--- src/rtl/pu_feeder.sv ---
// Purpose: gathers 4-word operand groups from memory and issues them to a processing unit, registering its results.
// Latency: 6 cycles per group (4 reads, 1 wait, 1 issue); result appears 3 cycles after issue; done 3 cycles after last issue.
// Backpressure: none; memory and processing unit are fixed-latency, start is ignored while a run is in progress.
module pu_feeder #(
    parameter int XLEN = 5,
    parameter int AW   = 4
) (
    input  logic            clk,
    input  logic            rst,
    input  logic            start,
    input  logic [AW-1:0]   base_addr,
    input  logic [AW-1:0]   group_cnt,
    output logic            mem_rd,
    output logic [AW-1:0]   mem_addr,
    input  logic [XLEN-1:0] mem_data,
    output logic [XLEN-1:0] num1,
    output logic [XLEN-1:0] num2,
    output logic [XLEN-1:0] num3,
    output logic [XLEN-1:0] num4,
    output logic            pu_issue,
    input  logic [XLEN-1:0] pu_result,
    output logic [XLEN-1:0] out_data,
    output logic            out_valid,
    output logic            busy,
    output logic            done
);

    typedef enum logic [2:0] {
        IDLE,
        FETCH,
        WAIT,
        ISSUE,
        DRAIN,
        DONE
    } state_t;

    state_t          state;
    logic [1:0]      k;          // word index inside a group; reused as drain counter
    logic [AW-1:0]   g;          // group index
    logic [AW-1:0]   base_q;
    logic [AW-1:0]   cnt_q;

    logic            rd_vld_q;   // a read was issued last cycle, data is on mem_data now
    logic [1:0]      rd_k_q;     // slot the returning word belongs to
    logic [XLEN-1:0] slot [4];
    logic [1:0]      vld_sr;     // issue tracker, bit 1 = result present on pu_result

    // Address arithmetic wraps modulo 2^AW by construction of the widths.
    logic [AW-1:0]   g_ofs;
    logic [AW-1:0]   g_nxt;
    logic [AW-1:0]   g_nxt_ofs;
    logic [AW-1:0]   fetch_nxt_addr;
    logic [AW-1:0]   group_nxt_addr;

    assign g_ofs          = g << 2;
    assign g_nxt          = g + AW'(1);
    assign g_nxt_ofs      = g_nxt << 2;
    assign fetch_nxt_addr = base_q + g_ofs + AW'(k) + AW'(1);
    assign group_nxt_addr = base_q + g_nxt_ofs;

    assign num1 = slot[0];
    assign num2 = slot[1];
    assign num3 = slot[2];
    assign num4 = slot[3];

    // Run sequencer: state, indices, latched run parameters and all control outputs.
    always_ff @(posedge clk) begin
        if (rst) begin
            state    <= IDLE;
            k        <= '0;
            g        <= '0;
            base_q   <= '0;
            cnt_q    <= '0;
            mem_rd   <= 1'b0;
            mem_addr <= '0;
            pu_issue <= 1'b0;
            busy     <= 1'b0;
            done     <= 1'b0;
        end else begin
            mem_rd   <= 1'b0;
            mem_addr <= '0;
            pu_issue <= 1'b0;
            done     <= 1'b0;
            case (state)
                IDLE: begin
                    busy <= 1'b0;
                    if (start) begin
                        busy <= 1'b1;
                        if (group_cnt != '0) begin
                            base_q   <= base_addr;
                            cnt_q    <= group_cnt;
                            k        <= '0;
                            g        <= '0;
                            mem_rd   <= 1'b1;
                            mem_addr <= base_addr;
                            state    <= FETCH;
                        end else begin
                            done  <= 1'b1;
                            state <= DONE;
                        end
                    end
                end
                FETCH: begin
                    if (k == 2'd3) begin
                        k     <= '0;
                        state <= WAIT;
                    end else begin
                        k        <= k + 2'd1;
                        mem_rd   <= 1'b1;
                        mem_addr <= fetch_nxt_addr;
                    end
                end
                WAIT: begin
                    pu_issue <= 1'b1;
                    state    <= ISSUE;
                end
                ISSUE: begin
                    if (g_nxt < cnt_q) begin
                        g        <= g_nxt;
                        mem_rd   <= 1'b1;
                        mem_addr <= group_nxt_addr;
                        state    <= FETCH;
                    end else begin
                        k     <= '0;
                        state <= DRAIN;
                    end
                end
                DRAIN: begin
                    if (k == 2'd1) begin
                        k     <= '0;
                        done  <= 1'b1;
                        state <= DONE;
                    end else begin
                        k <= k + 2'd1;
                    end
                end
                DONE: begin
                    busy  <= 1'b0;
                    state <= IDLE;
                end
                default: begin
                    state <= IDLE;
                end
            endcase
        end
    end

    // Remember which slot the outstanding read targets; data returns one cycle later.
    always_ff @(posedge clk) begin
        if (rst) begin
            rd_vld_q <= 1'b0;
            rd_k_q   <= '0;
        end else begin
            rd_vld_q <= mem_rd;
            rd_k_q   <= k;
        end
    end

    // Capture returning memory words into their operand slots; slots hold between issues.
    always_ff @(posedge clk) begin
        if (rst) begin
            for (int i = 0; i < 4; i++) begin
                slot[i] <= '0;
            end
        end else if (rd_vld_q) begin
            slot[rd_k_q] <= mem_data;
        end
    end

    // Track issues through the processing-unit latency and register its result.
    always_ff @(posedge clk) begin
        if (rst) begin
            vld_sr    <= '0;
            out_valid <= 1'b0;
            out_data  <= '0;
        end else begin
            vld_sr    <= {vld_sr[0], pu_issue};
            out_valid <= vld_sr[1];
            if (vld_sr[1]) begin
                out_data <= pu_result;
            end
        end
    end

endmodule
--- config.mk ---
export PLATFORM = sky130hd
export DESIGN_NAME = pu_feeder
export DESIGN_NICKNAME = d
export VERILOG_FILES = /design/src/rtl/pu_feeder.sv
export SDC_FILE = /design/constraint.sdc
export NUM_CORES = 1
export LEC_CHECK = 0
export BUFFER_PORTS_ARGS = -buffer_cell sky130_fd_sc_hd__buf_4
export CORE_UTILIZATION = 39
export CTS_CLUSTER_SIZE = 12
export DETAILED_ROUTE_END_ITERATION = 16
export GPL_TIMING_DRIVEN = 0
export PLACE_DENSITY_LB_ADDON = 0.08
export SKIP_CTS_REPAIR_TIMING = 1
export SLEW_MARGIN = 25
export SYNTH_ARGS = -nofsm -noshare
export SYNTH_HDL_FRONTEND = slang
export SYNTH_SLANG_ARGS = --single-unit
--- constraint.sdc ---
create_clock -name clk -period 2.77 [get_ports clk]
set_input_delay 0.277 -clock clk [delete_from_list [all_inputs] [get_ports clk]]
set_output_delay 0.277 -clock clk [all_outputs]
set_load 0.02 [all_outputs]
## Yosys cells after proc, flatten, opt, wreduce, memory -nomap -nowiden

Memory sizes are Yosys's and may differ from the RTL's.
Cells that the tools add are included.

- Add/subtract/negate cells: 6
- Magnitude comparators: 1
- Equal/unequal tests: 13
- Muxes and demuxes: 41
- Reductions and logical operators: 10

Operators by type and width:

| operator | count |
|---|---|
| 4-bit two-way mux | 7 |
| 1-bit two-way mux | 15 |
| 3-bit two-way mux | 5 |
| 3-bit case mux with 5 select lines | 1 |
| 2-bit two-way mux | 6 |
| 2-bit != test, second input constant | 6 |
| 4-bit case mux with 3 select lines | 1 |
| 4-bit by 1-bit adder with 4-bit output, second input constant | 2 |
| 4-bit adder | 2 |
| 2-bit case mux with 4 select lines | 1 |
| 4-bit case mux with 2 select lines | 1 |
| 4-bit AND reduction | 2 |
| 4-bit nonzero test | 2 |
| 3-bit by 2-bit == test with 1-bit output, second input constant | 2 |
| 3-bit == test, second input constant | 2 |
| 3-bit AND reduction | 2 |
| 5-bit two-way mux | 1 |
| 5-bit OR reduction | 1 |
| 4-bit by 2-bit adder with 4-bit output | 1 |
| 4-bit less-than comparator | 1 |
| 1-bit case mux with 2 select lines | 2 |
| 2-bit nonzero test | 2 |
| 3-bit by 1-bit == test with 1-bit output, second input constant | 1 |
| 3-bit logical NOT | 1 |
| 4 further kinds | 4 |

- Register bits after elaboration: 36
- Bits in writable memories: 20
- Input bits: 21
- Output and inout bits: 34
- Logic and storage cells: 87
- Memories: 1

Memory list:

| memory | depth | width | read ports | clocked after Yosys merged registers in | write ports | RTL line | source |
|---|---|---|---|---|---|---|---|
| slot | 4 | 5 | 4 | 0 | 4 | 45 | `logic [XLEN-1:0] slot [4];` |

## Logic depth before layout (Yosys ltp)

Gate-level depths: netlist of run 1.

- Word-level depth: 5
- Mapped depth: 9
- Mapped depth without buffers: 8

## Worst setup path before layout of run 1

OpenSTA, ideal clock, no wires.

- Path kind: register -> register
- Start: register g[0]
- End: register g[2]
- Setup time: 0.079 ns
- Arrival time: 1.903 ns
- Required time: 2.691 ns
- Path slack: 0.788 ns
- Stages on the path, launching flop included: 8
- Buffers on the path: 0
- Clock period less this slack: 1.982 ns
- Cell sequence: dfxtp_1 ha_1 ha_1 o211ai_1 o21ai_1 nor2_1 mux2_2 a211oi_2

- Word-level cells in the longest chain between the ends: 4
- Elaborated cells between the ends (all ways): 6
- Classes of those cells: add/sub: 1; order compare: 1; eq/ne: 1; mux: 2; reduce/logical: 1

Ends and longest elaborated chain:

| what | RTL line | source |
|---|---|---|
| from (decl) | 39 | `logic [AW-1:0] g;` |
| from (signal assigned) | 119 | `g <= g_nxt;` |
| 4-bit by 1-bit adder with 4-bit output * | 56 | `assign g_nxt = g + AW'(1);` |
| 4-bit less-than comparator | 118 | `if (g_nxt < cnt_q) begin` |
| 2-bit != test (no source line) | n/a |  |
| 4-bit AND reduction (no source line) | n/a |  |

Mark *: on every way between the ends. The rest lies on a longest branch, timed or not. The select of a mux whose other input is x is not followed.
A chain may end at the register's enable or synchronous reset.

## Final worst setup path of run 1

- Start: register g[0]
- End: register mem_addr[0]

- Word-level cells in the longest chain between the ends: 4

Ends and longest elaborated chain:

| what | RTL line | source |
|---|---|---|
| 4-bit by 1-bit adder with 4-bit output | 56 |  |
| 4-bit less-than comparator | 118 |  |
| 4-bit two-way mux | 118 |  |
| 4-bit case mux with 3 select lines | 84 | `case (state)` |
| to (signal assigned) | 95 | `mem_addr <= base_addr;` |
| to (signal assigned) | 110 | `mem_addr <= fetch_nxt_addr;` |
| to (signal assigned) | 121 | `mem_addr <= group_nxt_addr;` |
| to (decl) | 14 | `output logic [AW-1:0] mem_addr,` |

Every way passes these cells.

==> results of run 1 <==
cell families (layout without fill, tap and decap cells):
family	after synthesis	count (layout)	share of synthesized area [%]
buf+inv	19	81	2.99
xor+xnor	6	6	2.13
flops	56	56	53.5
mux	6	6	2.48
simple gates	97	97	20.8
compound gates	44	44	11.8
fa+ha+maj	12	12	6.38
through the flow:
step	total power, mW	std cells
2_1_floorplan	1.06	240
3_3_place_gp	1.15	369
3_5_place_dp	1.15	369
4_1_cts	1.59	377
5_1_grt	1.65	377
6_report	1.58	377
sequential cells by signal, summed over array words and instances, names as in the netlist, 3 cells and up:
name,flops
base_q,4
cnt_q,4
mem_addr,4
slot,20
out_data,5
g,4
state,3
critical path: stages (launching register included):
cell and delay (ps):
dfxtp_1 360, ha_1 250, xor2_1 150, ha_1 280, o211ai_1 80, o21ai_1 330, nor2_1 120, buf_2 210
a221oi_1 310, nor2_1 90
layout make-up:
| cell class | instances | area [sq um] |
|---|---|---|
| sequential | 56 | 1320 |
| tap | 75 | 93.8 |
| inverter | 9 | 33.8 |
| timing repair buffer | 54 | 405 |
| clock inverter | 2 | 16.3 |
| clock buffer | 6 | 72.6 |
| fill | 582 | 2970 |
| multi-input combinational | 165 | 1070 |
| buffer | 10 | 40.0 |
power by group through the flow:
stage                     clock, mW  sequential (mW)  combinational, mW
after floorplan                   0            0.948              0.107
after global placement            0            0.924              0.224
after detailed placement          0            0.924              0.225
after CTS                     0.459            0.905              0.227
after global routing          0.493            0.909              0.251
final                         0.446            0.905              0.225
worst min path at each step:
stage,start,to,cells past startpoint
3_3_place_gp,vld_sr[0]$_SDFF_PP0_,vld_sr[1]$_SDFF_PP0_,1
6_report,pu_result[3],out_data[3]$_SDFFE_PP0P_,3
4_1_cts,pu_result[3],out_data[3]$_SDFFE_PP0P_,3
2_1_floorplan,group_cnt[0],cnt_q[0]$_SDFFE_PP0P_,2
3_5_place_dp,vld_sr[0]$_SDFF_PP0_,vld_sr[1]$_SDFF_PP0_,1
5_1_grt,pu_result[3],out_data[3]$_SDFFE_PP0P_,3
routing by layer:
layer,up-vias,global-route usage [%]
met3,7,3.11
li1,958,-
met5,-,0
met2,42,29.4
met1,863,21.7
met4,0,5.79
layout by cell type, fill, tap and decap left out, types with 3 or more instances in the layout:
cell and count:
nor2b_1 8, a21oi_1 17, nand3_1 3, o21ai_0 3, mux2i_1 5, and2_1 21, or2_2 3, nor3_1 5
edfxtp_1 20, clkbuf_8 5, clkbuf_1 7, xnor2_1 4, a221oi_1 5, nand2b_1 3, nor3b_1 3, or3_1 3
a22oi_1 3, nand2_1 23, nor2_1 18, inv_1 9, dfxtp_1 36, ha_1 11, o211ai_1 3, buf_4 54
==> results.toml, run 1 <==
[timing]
drv_slew = 0
worstMarginPinSlew_ps = 568
max-slew-margin-rel_pct = 62.1
setup_viol = 0
finalHoldViolCount = 0
period_needed_ps = 2280
tns_ps = 0
whs_ps = 198
finClkSkew_ps = 7.42
worst_slack_ps = 491
rsz0062_at_grt = "no"
fmax_mhz = 439
fin_crit_sh_pct = 82.3

[critical_path]
endpoint = "mem_addr[0]$_SDFF_PP0_"
crit_path_start_kind = "flop"
crit_start = "g[0]$_SDFFE_PP0P_"
critical_path.max_fanout = 10
r2r_cells = 9
worst_ep_arrival_time_ps = 2480
critPathRequiredTime_ps = 2970
end_kind = "flop"
reg2reg_slack_ps = 490
rr_endpoint = "mem_addr[0]$_SDFF_PP0_"
worstSetupPathType = "reg2reg"
rr_startpoint = "g[0]$_SDFFE_PP0P_"

[finish]
n_antenna_cell = 0
final_layout_size_suffix_gt1_share_pct = 23.5
fin_util_pct = 50.7
syn_to_final_growth_pct = 23.8
fin_area_sq_um = 3060
nets = 334

[synthesis]
synth-async-reset-ratio_pct = 0
synthTopCellsByCount = "36 x dfxtp_1, 23 x nand2_1, 21 x and2_1"
synth_cell_types = 43
synth_warnings = 0
netlist_area_sq_um = 2470
yosysTopAreaCellShare_pct = 29.2
syn_inst = 240
synth_area_leaders = "dfxtp_1 29%, edfxtp_1 24%, ha_1 5.6%"
yosysTopAreaCell = "dfxtp_1"
synthFlopType = "dfxtp_1"
synth.avg_cell_area_sq_um = 10.3
synth-edff-count = 20
synthesis.nets = 273
synth-seq-area-share_pct = 53.5
ys_ff_latch = 56
yosysMostFrequentCell = "dfxtp_1"

[grt]
antenna_found_initial = 0
gr-total-overflow = 0
grt_pass1_vias = 1733
grt_usage_pct = 17.2
grt_max_degree = 18
grt_pass1_wl_um = 8540

[drt]
routed-wl-met3_um = 265
vias = 1870
avgViaCountPerCell = 4.96
top_layer_used = "met4"
drc = 0
drt-pass1-iter-count = 4
drt_iter0_markers = 54
routedWlPerCell_um = 13.8
drt_wl_total_um = 5190
wl_met2_um = 2590
wl_met1_um = 2260
ant_nets = 0

[die]
die_y_um = 81.6
ioPinCount = 55
die-area_sq_um = 6660
rows = 28
core_sq_um = 6030
start_util_pct = 41.0
die_w_um = 81.6

[clock_network]
cts_root_buffer = "clkbuf_8"
clk_latency_ps = 310
cts_sinks = 56
clk_path_buf_depth = 2
clk_pin_slew_worst_paths_ps = 90
htreeDepth = 2
cts_tree = "done"
cts_buffers = 5

[pwr]
p_clk_share_pct = 28.3
ir_drop_mv = 0.220
powerDensity_nw_per_um2 = 515
comb_power_share_pct = 14.3
p_leak_nw = 1.22
p_sw_uw = 413
switching_share_pct = 26.2
p_int_mw = 1.16
p_seq_share_pct = 57.4

[placement]
gp_congestion = 0.790
post-dp-hpwl_um = 3890
numPortBuffers = 54
post-place-ws_ps = 491
dpl-instance-area_sq_um = 2970

[min_path]
hp-class = "in2reg"

[run]
max-cap-violations = 0

[run_status]
status = "completed"
Power figures use the tool's default switching activity.
==> run 2: changes to the inputs <==
Settings changed: ABC_AREA from default to 1.
Clock period 2.77 ns to 2.3 ns, I/O delays scaled along.
==> results.toml, run 2 <==
[finish]
nets = 379
fin_area_sq_um = 3110
final_common_cell = "nor2_1"
syn_to_final_growth_pct = 25.1
register_area_sq_um = 1320
regMostFlops = "slot"
largest_register_ff_count = 20
n_antenna_cell = 0
final_cell_mix = "60 x nor2_1, 53 x buf_4, 51 x nand2_1, 36 x dfxtp_1, 34 x inv_1"
fillers = 631
final_layout_size_suffix_gt1_share_pct = 23.3
multi_input_area_sq_um = 988
biggestRegsByFlops = "slot x20, out_data x5"

[critical_path]
critPathRequiredTime_ps = 2530
reg2reg_slack_ps = 350
endpoint = "mem_addr[0]$_SDFF_PP0_"
critical_path.max_fanout = 7
crit_path_start_kind = "flop"
rr_startpoint = "g[0]$_SDFFE_PP0P_"
worst_ep_arrival_time_ps = 2190
r2r_cells = 8
worstSetupPathType = "reg2reg"
crit_start = "g[0]$_SDFFE_PP0P_"
rr_endpoint = "mem_addr[0]$_SDFF_PP0_"
end_kind = "flop"

[timing]
period_needed_ps = 1950
max-slew-margin-rel_pct = 50.0
finalHoldViolCount = 0
drv_slew = 0
fin_crit_sh_pct = 84.9
tns_ps = 0
rsz0062_at_grt = "no"
worstMarginPinSlew_ps = 743
finClkSkew_ps = 6.65
fmax_mhz = 512
setup_viol = 0
whs_ps = 145

[drt]
drt-pass1-iter-count = 4
ant_nets = 0
vias = 1937
drt_wl_total_um = 5120
drt_iter0_markers = 44
drc = 0
routedWlPerCell_um = 12.1
avgViaCountPerCell = 4.59

[grt]
grt_max_degree = 18
antenna_found_initial = 0
gr-total-overflow = 0
grt_pass1_vias = 1775
grt_pass1_wl_um = 8250
grt_usage_pct = 16.5

[pwr]
ir_drop_mv = 0.442
powerDensity_nw_per_um2 = 937
fin_total_pwr_mw = 2.92
p_leak_nw = 1.43

[synthesis]
yosysMostFrequentCell = "nor2_1"
synthFlopType = "dfxtp_1"
synth.avg_cell_area_sq_um = 8.70
netlist_area_sq_um = 2490
muxShareOfSynthArea_pct = 0
syn_inst = 286
synth-simple-area-share_pct = 23.5
synthesis.nets = 319
synth_compound_area_share_pct = 8.14
synth_warnings = 0
synth-async-reset-ratio_pct = 0
synth-seq-area-share_pct = 53.1
synthTopCellsByCount = "60 x nor2_1, 51 x nand2_1, 36 x dfxtp_1"
synth-edff-count = 20
synthAdderAreaFrac_pct = 6.33
yosysTopAreaCellShare_pct = 29.0
synth_cell_types = 31
synth_top_family_by_area = "simple AND/OR/NAND/NOR gates"
synth-xor-area-share_pct = 1.76
synth_area_leaders = "dfxtp_1 29%, edfxtp_1 24%, nor2_1 9.0%"
ys_ff_latch = 56
yosysTopAreaCell = "dfxtp_1"

[run]
max-cap-violations = 0

[die]
start_util_pct = 41.3
ioPinCount = 55
core_sq_um = 6030
rows = 28
die_w_um = 81.9
die-area_sq_um = 6700
die_y_um = 81.9

[clock_network]
clk_path_buf_depth = 2
cts_tree = "done"
htreeDepth = 2
clk_latency_ps = 310
clk_pin_slew_worst_paths_ps = 100
cts_sinks = 56
cts_root_buffer = "clkbuf_8"
cts_buffers = 5

[min_path]
hp-class = "in2reg"

[placement]
post-dp-hpwl_um = 3830
dpl-instance-area_sq_um = 2980
gp_congestion = 0.851
numPortBuffers = 53

[run_status]
status = "completed"
## run 2: cell families after synthesis
| family | count (synthesis) |
|---|---|
| AO/OA/AOI/OAI | 35 |
| buffers and inverters | 45 |
| AND/OR/NAND/NOR | 133 |
| XOR/XNOR | 5 |
| adder cells (fa/ha/maj) | 12 |
| flip-flops | 56 |
## run 2: worst min-delay path by stage
stage	from	depth (start not counted)	slack [ps]	to
final	pu_result[4]	3	140	out_data[4]$_SDFFE_PP0P_
after global routing	pu_result[0]	3	140	out_data[0]$_SDFFE_PP0P_
after CTS	pu_result[4]	3	140	out_data[4]$_SDFFE_PP0P_
after detailed placement	vld_sr[0]$_SDFF_PP0_	2	400	vld_sr[1]$_SDFF_PP0_
after global placement	vld_sr[0]$_SDFF_PP0_	2	400	vld_sr[1]$_SDFF_PP0_
after floorplan	pu_result[0]	2	360	out_data[0]$_SDFFE_PP0P_
## run 2: cell type report
cell class                 count  share of cell area, %
buffer                         6                   1.05
clock buffer                   6                   2.33
clock inverter                 2                   1.93
inverter                      39                   4.70
multi-input combinational    185                   31.8
sequential                    56                   42.4
tap                           75                   3.01
timing repair buffer          53                   12.8
## run 2: power by group
| part | switching, mW | internal (mW) |
|---|---|---|
| Clock | 0.315 | 0.435 |
| Combinational | 0.587 | 0.339 |
| Sequential | 0.0752 | 1.16 |
## run 2: worst max-delay path: stages, from the launching register on
cell and delay, ps:
dfxtp_1 440, nand3_1 130, xnor2_1 200, ha_1 280, a21oi_1 300, nand3_4 190
inv_2 140, nand2_1 60, a21oi_1 150
## run 2: per-layer routing
| metal | vias up | track usage (%) | share of wire [%] |
|---|---|---|---|
| met1 | 862 | 19.8 | 46 |
| li1 | 1027 | - | - |
| met2 | 43 | 29.0 | 48 |
| met3 | 5 | 3.89 | 4.7 |
| met4 | 0 | 4.74 | 1.2 |
| met5 | - | 0 | 0 |
## run 2: metrics by stage
step           std cells  utilization, %  worst slack [ps]
2_1_floorplan        286               -               652
3_5_place_dp         414            49.5               370
6_report             422            51.7               346
5_1_grt              422            51.7               112
4_1_cts              422            51.7               311
3_3_place_gp         414            49.5               375
